`config.mk`:
```
export PLATFORM = sky130hd
export DESIGN_NAME = spi_reg_controller_flat
export DESIGN_NICKNAME = d
export VERILOG_FILES = /design/src/rtl/spi_reg_pkg.sv /design/src/rtl/spi_reg_controller_if.sv /design/src/rtl/spi_reg_controller.sv /design/src/flat_wrapper.sv
export SDC_FILE = /design/constraint.sdc
export NUM_CORES = 1
export LEC_CHECK = 0
export BUFFER_PORTS_ARGS = -buffer_cell sky130_fd_sc_hd__buf_4
export CORE_ASPECT_RATIO = 0.6
export CORE_MARGIN = 3
export CORE_UTILIZATION = 47
export DETAILED_ROUTE_END_ITERATION = 10
export PLACE_DENSITY = 0.74
export SETUP_SLACK_MARGIN = 0.3
export SKIP_CTS_REPAIR_TIMING = 1
export SLEW_MARGIN = 20
export SYNTH_ARGS = -nofsm -noshare
export SYNTH_HDL_FRONTEND = slang
export SYNTH_SLANG_ARGS = --single-unit
```
`constraint.sdc`:
```
create_clock -name CLK_40 -period 1.7 [get_ports CLK_40]
set_clock_uncertainty 0.2 [all_clocks]
set_input_delay 0 -clock CLK_40 [delete_from_list [all_inputs] [get_ports CLK_40]]
set_output_delay 0 -clock CLK_40 [all_outputs]
set_load 0.05 [all_outputs]
```
`src/rtl/spi_reg_pkg.sv`:
```
// Shared state encoding and constants for the SPI byte-side register controller.
package spi_reg_pkg;

   typedef enum logic [2:0] {
      ST_IDLE,
      ST_WRITE,
      ST_RD_ISSUE,
      ST_RD_WAIT,
      ST_RD_HOLD
   } state_e;

   localparam int         RW_BIT          = 7;
   localparam logic [7:0] TX_FILL_WRITE   = 8'h00;
   localparam logic [7:0] TX_FILL_TIMEOUT = 8'hEE;

endpackage

```
`src/rtl/spi_reg_controller_if.sv`:
```
// Byte-stream and register-bus signals between the SPI slave, the controller and the register file.
interface spi_reg_controller_if #(
   parameter int ADDR_WIDTH = 7
);
   logic [7:0]            rx_data;
   logic                  rx_data_strobe;
   logic                  rx_start;
   logic                  rx_end_strobe;
   logic                  tx_ready;
   logic [7:0]            tx_data;
   logic                  tx_data_strobe;
   logic [ADDR_WIDTH-1:0] reg_addr;
   logic [7:0]            reg_wdata;
   logic                  reg_we;
   logic                  reg_re;
   logic [7:0]            reg_rdata;
   logic                  reg_rvalid;
   logic                  busy;
   logic                  err_timeout;

   // The controller drives the register bus and the slave tx buffer.
   modport master (
      input  rx_data, rx_data_strobe, rx_start, rx_end_strobe, tx_ready,
      input  reg_rdata, reg_rvalid,
      output tx_data, tx_data_strobe, reg_addr, reg_wdata, reg_we, reg_re,
      output busy, err_timeout
   );

   modport slave (
      output rx_data, rx_data_strobe, rx_start, rx_end_strobe, tx_ready,
      output reg_rdata, reg_rvalid,
      input  tx_data, tx_data_strobe, reg_addr, reg_wdata, reg_we, reg_re,
      input  busy, err_timeout
   );

endinterface

```
`src/rtl/spi_reg_controller.sv`:
```
// Splits each chip-select framed SPI transaction into a command byte plus data bytes and
// sequences register writes or prefetched reads, feeding read data back to the slave tx buffer.
module spi_reg_controller
   import spi_reg_pkg::*;
#(
   parameter int ADDR_WIDTH = 7,
   parameter int RD_TIMEOUT = 15
) (
   input  logic                 CLK_40,
   input  logic                 reset_n,
   spi_reg_controller_if.master bus
);

   localparam int               CNT_W   = $clog2(RD_TIMEOUT + 1);
   localparam logic [CNT_W-1:0] CNT_MAX = CNT_W'(RD_TIMEOUT);

   state_e                state_q, state_d;
   logic [ADDR_WIDTH-1:0] addr_q, addr_d;
   logic [CNT_W-1:0]      cnt_q, cnt_d;
   logic [7:0]            tx_data_q, tx_data_d;
   logic                  tx_strobe_q, tx_strobe_d;
   logic [ADDR_WIDTH-1:0] reg_addr_q, reg_addr_d;
   logic [7:0]            reg_wdata_q, reg_wdata_d;
   logic                  reg_we_q, reg_we_d;
   logic                  reg_re_q, reg_re_d;
   logic                  busy_q, busy_d;
   logic                  err_timeout_q, err_timeout_d;
   logic                  cmd_strobe;

   // A start-flagged byte is a command in any state, recovering from a missed end strobe.
   assign cmd_strobe = bus.rx_data_strobe & bus.rx_start;

   always_comb begin
      // NOTE: every signal written here gets a default first, so no path can infer a latch.
      state_d       = state_q;
      addr_d        = addr_q;
      cnt_d         = cnt_q;
      tx_data_d     = tx_data_q;
      tx_strobe_d   = 1'b0;
      reg_addr_d    = reg_addr_q;
      reg_wdata_d   = reg_wdata_q;
      reg_we_d      = 1'b0;
      reg_re_d      = 1'b0;
      busy_d        = busy_q;
      err_timeout_d = err_timeout_q;

      if (bus.rx_end_strobe) begin
         // End of frame wins over a coincident byte and abandons any pending read.
         state_d = ST_IDLE;
         busy_d  = 1'b0;
      end else if (cmd_strobe) begin
         addr_d = bus.rx_data[ADDR_WIDTH-1:0];
         busy_d = 1'b1;
         if (bus.rx_data[RW_BIT]) begin
            state_d = ST_RD_ISSUE;
         end else begin
            state_d     = ST_WRITE;
            tx_data_d   = TX_FILL_WRITE;
            tx_strobe_d = 1'b1;
         end
      end else begin
         unique case (state_q)
            ST_IDLE: ;
            ST_WRITE: begin
               if (bus.rx_data_strobe) begin
                  reg_we_d    = 1'b1;
                  reg_addr_d  = addr_q;
                  reg_wdata_d = bus.rx_data;
                  addr_d      = addr_q + 1'b1;
               end
            end
            ST_RD_ISSUE: begin
               reg_re_d   = 1'b1;
               reg_addr_d = addr_q;
               cnt_d      = '0;
               state_d    = ST_RD_WAIT;
            end
            ST_RD_WAIT: begin
               if (bus.reg_rvalid) begin
                  tx_data_d   = bus.reg_rdata;
                  tx_strobe_d = 1'b1;
                  addr_d      = addr_q + 1'b1;
                  state_d     = ST_RD_HOLD;
               end else if (cnt_q == CNT_MAX) begin
                  tx_data_d     = TX_FILL_TIMEOUT;
                  tx_strobe_d   = 1'b1;
                  err_timeout_d = 1'b1;
                  addr_d        = addr_q + 1'b1;
                  state_d       = ST_RD_HOLD;
               end else begin
                  cnt_d = cnt_q + 1'b1;
               end
            end
            ST_RD_HOLD: begin
               // Master bytes here are dummies; each one prefetches the next address.
               if (bus.rx_data_strobe) begin
                  state_d = ST_RD_ISSUE;
               end
            end
            default: state_d = ST_IDLE;
         endcase
      end
   end

   // NOTE: registers use non-blocking assignments so every flop samples pre-edge values.
   always_ff @(posedge CLK_40) begin
      if (!reset_n) begin
         state_q       <= ST_IDLE;
         addr_q        <= '0;
         cnt_q         <= '0;
         tx_data_q     <= '0;
         tx_strobe_q   <= 1'b0;
         reg_addr_q    <= '0;
         reg_wdata_q   <= '0;
         reg_we_q      <= 1'b0;
         reg_re_q      <= 1'b0;
         busy_q        <= 1'b0;
         err_timeout_q <= 1'b0;
      end else begin
         state_q       <= state_d;
         addr_q        <= addr_d;
         cnt_q         <= cnt_d;
         tx_data_q     <= tx_data_d;
         tx_strobe_q   <= tx_strobe_d;
         reg_addr_q    <= reg_addr_d;
         reg_wdata_q   <= reg_wdata_d;
         reg_we_q      <= reg_we_d;
         reg_re_q      <= reg_re_d;
         busy_q        <= busy_d;
         err_timeout_q <= err_timeout_d;
      end
   end

   assign bus.tx_data        = tx_data_q;
   assign bus.tx_data_strobe = tx_strobe_q;
   assign bus.reg_addr       = reg_addr_q;
   assign bus.reg_wdata      = reg_wdata_q;
   assign bus.reg_we         = reg_we_q;
   assign bus.reg_re         = reg_re_q;
   assign bus.busy           = busy_q;
   assign bus.err_timeout    = err_timeout_q;

endmodule

```
`src/flat_wrapper.sv`:
```
// flat-port wrapper written by rule: the top's interface ports become plain ports
module spi_reg_controller_flat import spi_reg_pkg::*;
#(
   parameter int ADDR_WIDTH = 7,
   parameter int RD_TIMEOUT = 15
)
  (CLK_40, reset_n, bus_rx_data, bus_rx_data_strobe, bus_rx_start, bus_rx_end_strobe, bus_tx_ready, bus_reg_rdata, bus_reg_rvalid, bus_tx_data, bus_tx_data_strobe, bus_reg_addr, bus_reg_wdata, bus_reg_we, bus_reg_re, bus_busy, bus_err_timeout);
  spi_reg_controller_if #(.ADDR_WIDTH(ADDR_WIDTH)) bus_i ();
  input  logic CLK_40;
  input  logic reset_n;
  input wire logic [$bits(bus_i.rx_data)-1:0] bus_rx_data;
  input wire logic [$bits(bus_i.rx_data_strobe)-1:0] bus_rx_data_strobe;
  input wire logic [$bits(bus_i.rx_start)-1:0] bus_rx_start;
  input wire logic [$bits(bus_i.rx_end_strobe)-1:0] bus_rx_end_strobe;
  input wire logic [$bits(bus_i.tx_ready)-1:0] bus_tx_ready;
  input wire logic [$bits(bus_i.reg_rdata)-1:0] bus_reg_rdata;
  input wire logic [$bits(bus_i.reg_rvalid)-1:0] bus_reg_rvalid;
  output wire logic [$bits(bus_i.tx_data)-1:0] bus_tx_data;
  output wire logic [$bits(bus_i.tx_data_strobe)-1:0] bus_tx_data_strobe;
  output wire logic [$bits(bus_i.reg_addr)-1:0] bus_reg_addr;
  output wire logic [$bits(bus_i.reg_wdata)-1:0] bus_reg_wdata;
  output wire logic [$bits(bus_i.reg_we)-1:0] bus_reg_we;
  output wire logic [$bits(bus_i.reg_re)-1:0] bus_reg_re;
  output wire logic [$bits(bus_i.busy)-1:0] bus_busy;
  output wire logic [$bits(bus_i.err_timeout)-1:0] bus_err_timeout;
  assign bus_i.rx_data = bus_rx_data;
  assign bus_i.rx_data_strobe = bus_rx_data_strobe;
  assign bus_i.rx_start = bus_rx_start;
  assign bus_i.rx_end_strobe = bus_rx_end_strobe;
  assign bus_i.tx_ready = bus_tx_ready;
  assign bus_i.reg_rdata = bus_reg_rdata;
  assign bus_i.reg_rvalid = bus_reg_rvalid;
  assign bus_tx_data = bus_i.tx_data;
  assign bus_tx_data_strobe = bus_i.tx_data_strobe;
  assign bus_reg_addr = bus_i.reg_addr;
  assign bus_reg_wdata = bus_i.reg_wdata;
  assign bus_reg_we = bus_i.reg_we;
  assign bus_reg_re = bus_i.reg_re;
  assign bus_busy = bus_i.busy;
  assign bus_err_timeout = bus_i.err_timeout;
  spi_reg_controller #(.ADDR_WIDTH(ADDR_WIDTH), .RD_TIMEOUT(RD_TIMEOUT)) u_core (.CLK_40(CLK_40), .reset_n(reset_n), .bus(bus_i));
endmodule
```
Yosys cells after proc, flatten, opt, wreduce, memory -nomap -nowiden
Index checks and enable logic that the tools add are counted.
{"block": "word_totals", "reg_bits": 42}
{"block": "classes", "muxes": 28, "reduce_logical": 17, "n_addsub": 2, "n_bitwise": 6, "eq_ne": 13}
{"op": "2-to-1 mux 8 bit", "n": 5}
{"op": "2-to-1 mux 7 bit", "n": 5}
{"op": "case mux 7 bit (2 select lines)", "n": 2}
{"op": "AND reduction 4 bit", "n": 4}
{"op": "2-to-1 mux 3 bit", "n": 4}
{"op": "case mux 3 bit (4 select lines)", "n": 1}
{"op": "AND reduction 5 bit", "n": 2}
{"op": "2-to-1 mux 4 bit", "n": 2}
{"op": "!= test 2 bit (second input constant)", "n": 4}
{"op": "case mux 4 bit (2 select lines)", "n": 1}
{"op": "adder 7 x 1 -> 7 bit (second input constant)", "n": 1}
{"op": "2-to-1 mux 1 bit", "n": 7}
{"op": "equality test 3 x 2 -> 1 bit (second input constant)", "n": 2}
{"op": "!= test 3 x 2 -> 1 bit (second input constant)", "n": 2}
{"op": "nonzero test 2 bit", "n": 3}
{"op": "nonzero test 3 bit", "n": 2}
{"op": "inverter 1 bit", "n": 5}
{"op": "adder 4 x 1 -> 4 bit (second input constant)", "n": 1}
{"op": "equality test 4 bit (second input constant)", "n": 1}
{"op": "!= test 4 x 2 -> 1 bit (second input constant)", "n": 1}
{"op": "OR reduction 2 bit", "n": 2}
{"op": "OR reduction 4 bit", "n": 1}
{"op": "equality test 3 x 1 -> 1 bit (second input constant)", "n": 1}
{"op": "equality test 3 bit (second input constant)", "n": 1}
{"op": "other kinds (6)", "n": 6}

Logic depth before layout (Yosys ltp)
{"block": "logic_depth", "depth_word": 5, "ltp_mapped": 7, "mapped_depth_nobuf": 5}

Worst setup path after synthesis
No wires, ideal clock.
{"block": "synth_path", "path_type": "register to register", "from": "register u_core.cnt_q[0]", "to": "register u_core.addr_q[0]", "setup_time_ns": 0.119, "required_ns": 1.381, "stages_incl_launch_ff": 7, "slack_ns": -0.124, "arrival_time_ns": 1.505, "n_path_buf": 1, "synth_period_minus_slack_ns": 1.824, "cell_sequence": "dfxtp_1 ha_1 a31o_2 nand3_2 and2_1 buf_6 o221a_2"}
{"block": "synth_between", "elab_chain_cells": 3}
{"item": "start, declared", "line": "spi_reg_controller.sv:19", "rtl": "logic [CNT_W-1:0] cnt_q, cnt_d;"}
{"item": "start signal, assigned", "line": "spi_reg_controller.sv:122", "rtl": "cnt_q <= cnt_d;"}
{"item": "equality test 4 bit", "line": "spi_reg_controller.sv:84", "rtl": "end else if (cnt_q == CNT_MAX) begin"}
{"item": "!= test 4 x 2 -> 1 bit (no source line)"}
{"item": "AND reduction 4 bit (no source line)"}
{"item": "end signal, assigned", "line": "spi_reg_controller.sv:121", "rtl": "addr_q <= addr_d;"}
{"item": "end, declared", "line": "spi_reg_controller.sv:18", "rtl": "logic [ADDR_WIDTH-1:0] addr_q, addr_d;"}
No other way between the ends.
A chain may end at the register's enable or synchronous reset.

Worst setup path after layout
{"block": "layout_path", "from": "register u_core.state_q[1]", "to": "register u_core.reg_addr_q[2] (netlist: u_core.bus.reg_addr[2])"}
{"block": "layout_between", "elab_chain_cells": 3, "elab_cells_between_ends": 6, "classes_between": "3 x eq/ne; 1 x mux; 2 x reduce/logical"}
{"item": "start, declared", "line": "spi_reg_controller.sv:17", "rtl": "state_e state_q, state_d;"}
{"item": "start signal, assigned", "line": "spi_reg_controller.sv:120", "rtl": "state_q <= state_d;"}
{"item": "equality test 3 x 1 -> 1 bit or equality test 3 x 2 -> 1 bit (tied branches)", "line": "spi_reg_controller.sv:62", "rtl": "unique case (state_q)"}
{"item": "!= test 2 bit (no source line) or nonzero test 2 bit (tied branches)"}
{"item": "AND reduction 4 bit (no source line)"}
{"item": "end signal, assigned", "line": "spi_reg_controller.sv:125", "rtl": "reg_addr_q <= reg_addr_d;"}
{"item": "end, declared", "line": "spi_reg_controller.sv:22", "rtl": "logic [ADDR_WIDTH-1:0] reg_addr_q, reg_addr_d;"}
Several ways; a longest one is shown, not always the timed one.

==> results.txt <==
Chip height: 56.45 um
Worst slew margin: 50.76%
Core box area: 0.003871 sq mm
Die area: 0.005084 sq mm
First-pass GRT wire length: 8700 um
Sequential share of power: 52.7%
Crit Path Max Fanout: 8
Drt wl/cell: 17.17 um
Instance count on the critical path: 7
Peak Freq: 573.7 MHz
Synth area leader: dfxtp_1
Routed vias/inst: 5.721
Run status: complete, but fails checks
Critical path required time: 1.68 ns
Share of layout cells above drive strength 1: 47.06%
Switching power: 0.4929 mW
Routed Antenna Nets: 0
Fin util: 82.77%
Largest net degree at the start of global routing: 18
Top post-synthesis cells by area: dfxtp_1 42%, a21oi_1 6.8%, nand3_1 6.0%
DRT Pass-1 Iters: 5
Start point of the critical path: u_core.state_q[1]$_SDFFE_PP0P_
Fin crit share: 102.5%
Worst EP arrival: 1.72 ns
Skew-Pair Late Insertion Delay: 0.29 ns
Root Buffer: clkbuf_8
Area grow syn2layout: 60.77%
Synthesized area per cell: 8.591 sq um
CP startpoint kind: register
Pleak: 1.190 nW
Ports: 51
Die X-Extent: 90.07 um
RSZ-0062 raised after global routing: yes
Maxcap violations: 0
Reg2reg start: u_core.state_q[1]$_SDFFE_PP0P_
FF-to-FF setup slack: -0.04 ns
Worst-case reg-to-reg path depth: 7
Async S/R FF share, synth: 0%
R2r endpoint: u_core.bus.reg_addr[2]$_SDFFE_PN0P_
Final slew viol count: 0
HP Class: in2reg
Worst Setup EP: u_core.bus.reg_addr[2]$_SDFFE_PN0P_
HPWL after detailed placement: 3924 um
Maximum vdd drop: 570.9 uV
Total grt overflow: 0
Initial Util: 51.49%
Sw Share: 26.12%
Worst slew pin tran: 0.7386 ns
Via count: 2174
Failing checks: negative hold slack, negative setup slack
Clock Tree Buf Depth: 2
Mapped Cells: 232
TNS Setup: -0.1029 ns
Comb power frac: 15.3%
Clock network power share: 32.0%
Syn Nets: 257
Antenna diodes: 0
Number of synthesized flops with an enable pin: 0
CP bufs+invs: 3
Most frequent cells in the layout: 69 x buf_4, 34 x dfxtp_1, 24 x dlygate4sd3_1
CP peak stage delay: 0.37 ns
Int Power: 1.394 mW
CTS tree: yes
PortBufs: 49
DP Worst Slack: -0.002537 ns
Synth warn: 0
Final hold violations: 1
Row cnt: 17
Final min period: 1.743 ns
GR Util All Layers: 20.74%
Crit path kind: reg2reg
Cts bufs inserted: 5
Seq/Total Area, Yosys: 42.18%
Count of state elements after synthesis: 42
Cell area after synthesis: 0.001993 sq mm
Antenna violations before repair: 0
Top FF cell, synth: dfxtp_1
Critical path cell sequence: buf_4 -> buf_6 -> and4bb_4 -> a21oi_2 -> buf_6 -> o21ai_4 -> a21oi_2
Fin nets: 348
PD cells: 589.0 mW/mm^2
Yosys cell types: 49
Commonest non-fill, non-tap cell in the layout: buf_4
CP Capture Type: register
Hold_ws: -0.08180 ns
DRT iter0 DRCs: 165
Final setup vio count: 8
Final GP Congestion: 0.9052
Routed WL: 6526 um
Post-synth top area share: 42.18%
Clock sink count: 42
Final setup margin: -0.04308 ns
Vias in the first global route: 1767
Power Total: 1.887 mW
Drt drc: 0
Worst-path clk slew: 0.07 ns
Htree depth: 2
Critical path's slowest cell: dfxtp_4
CP delay by family, top: buffers and inverters
[state kept, by name, summed over array words and instances, names as in the netlist, 3 cells and up]
register / cells
u_core.cnt_q: 4
u_core.bus.tx_data: 8
u_core.state_q: 3
u_core.bus.reg_wdata: 8
u_core.addr_q: 7
u_core.bus.reg_addr: 7
[final cells by class]
cell class	count	area [sq um]
Clock buffer	5	68.82
Inverter	3	11.26
Clock inverter	2	10.01
Tap cell	57	71.32
Sequential cell	42	858.3
Timing Repair Buffer	99	823.3
Multi-Input combinational cell	172	1361
Fill cell	257	666.9
[Yosys cell counts (3+ instances only)]
library cell  instances
nand2b_1              8
o21ai_0              11
clkbuf_1              6
a21oi_1              27
nand3b_1              3
inv_1                 3
and2_1                3
nor2_1               12
buf_2                 6
o31ai_1               3
a31oi_1               3
dfxtp_1              42
o22ai_1               3
mux2i_1               3
nand3_1              24
a22o_1                6
nand2_1              25
[cells by family (layout without fill, tap and decap cells)]
group,count (synthesis),after routing,synth area share [%]
AO/OA/AOI/OAI,70,70,24.42
XOR/XNOR,2,2,0.8790
adder cells (fa/ha/maj),2,2,1.255
buffers and inverters,19,109,4.896
flip-flops,42,42,42.18
multiplexers,3,3,1.507
AND/OR/NAND/NOR,94,95,24.86
[worst min path at each step]
stage,startpoint,to,slack (ns),cells past startpoint
2_1_floorplan,bus_rx_data[0],u_core.bus.reg_wdata[0]$_SDFFE_PN0P_,-0.05,2
3_3_place_gp,bus_rx_data[7],u_core.bus.reg_wdata[7]$_SDFFE_PN0P_,0.08,3
3_5_place_dp,bus_rx_data[7],u_core.bus.reg_wdata[7]$_SDFFE_PN0P_,0.08,3
4_1_cts,bus_rx_data[7],u_core.bus.reg_wdata[7]$_SDFFE_PN0P_,-0.22,3
5_1_grt,bus_rx_data_strobe,u_core.state_q[2]$_SDFFE_PP0P_,-0.08,3
6_report,bus_rx_data_strobe,u_core.state_q[2]$_SDFFE_PP0P_,-0.08,3
[worst reg2reg max path, stage by stage (launching register included)]
cell	delay [ns]
dfxtp_4	0.37
buf_4	0.14
buf_6	0.12
and4bb_4	0.37
a21oi_2	0.05
buf_6	0.15
o21ai_4	0.16
a21oi_2	0.07
[stage by stage]
| stage | area (sq um) | cells |
|---|---|---|
| floorplan | 2090 | 232 |
| global placement | 2554 | 339 |
| detailed placement | 2554 | 339 |
| CTS | 2633 | 346 |
| global route | 3204 | 380 |
| finish | 3204 | 380 |
[routing by layer]
layer | GRT usage (%) | up-vias | share of wire, %
met1 | 33.50 | 1030 | 48
met2 | 27.07 | 107 | 43
li1 | - | 1033 | -
met3 | 5.622 | 4 | 8.5
met5 | 0 | - | 0
met4 | 2.832 | 0 | 0.44
[power by group through the flow]
stage | Clock (mW) | Combinational [mW] | Sequential (mW)
5_1_grt | 0.640 | 0.306 | 0.996
4_1_cts | 0.609 | 0.203 | 0.997
6_report | 0.604 | 0.289 | 0.995
3_5_place_dp | 0 | 0.202 | 1.02
2_1_floorplan | 0 | 0.109 | 1.03
3_3_place_gp | 0 | 0.200 | 1.02
(Power assumes the default switching activity.)
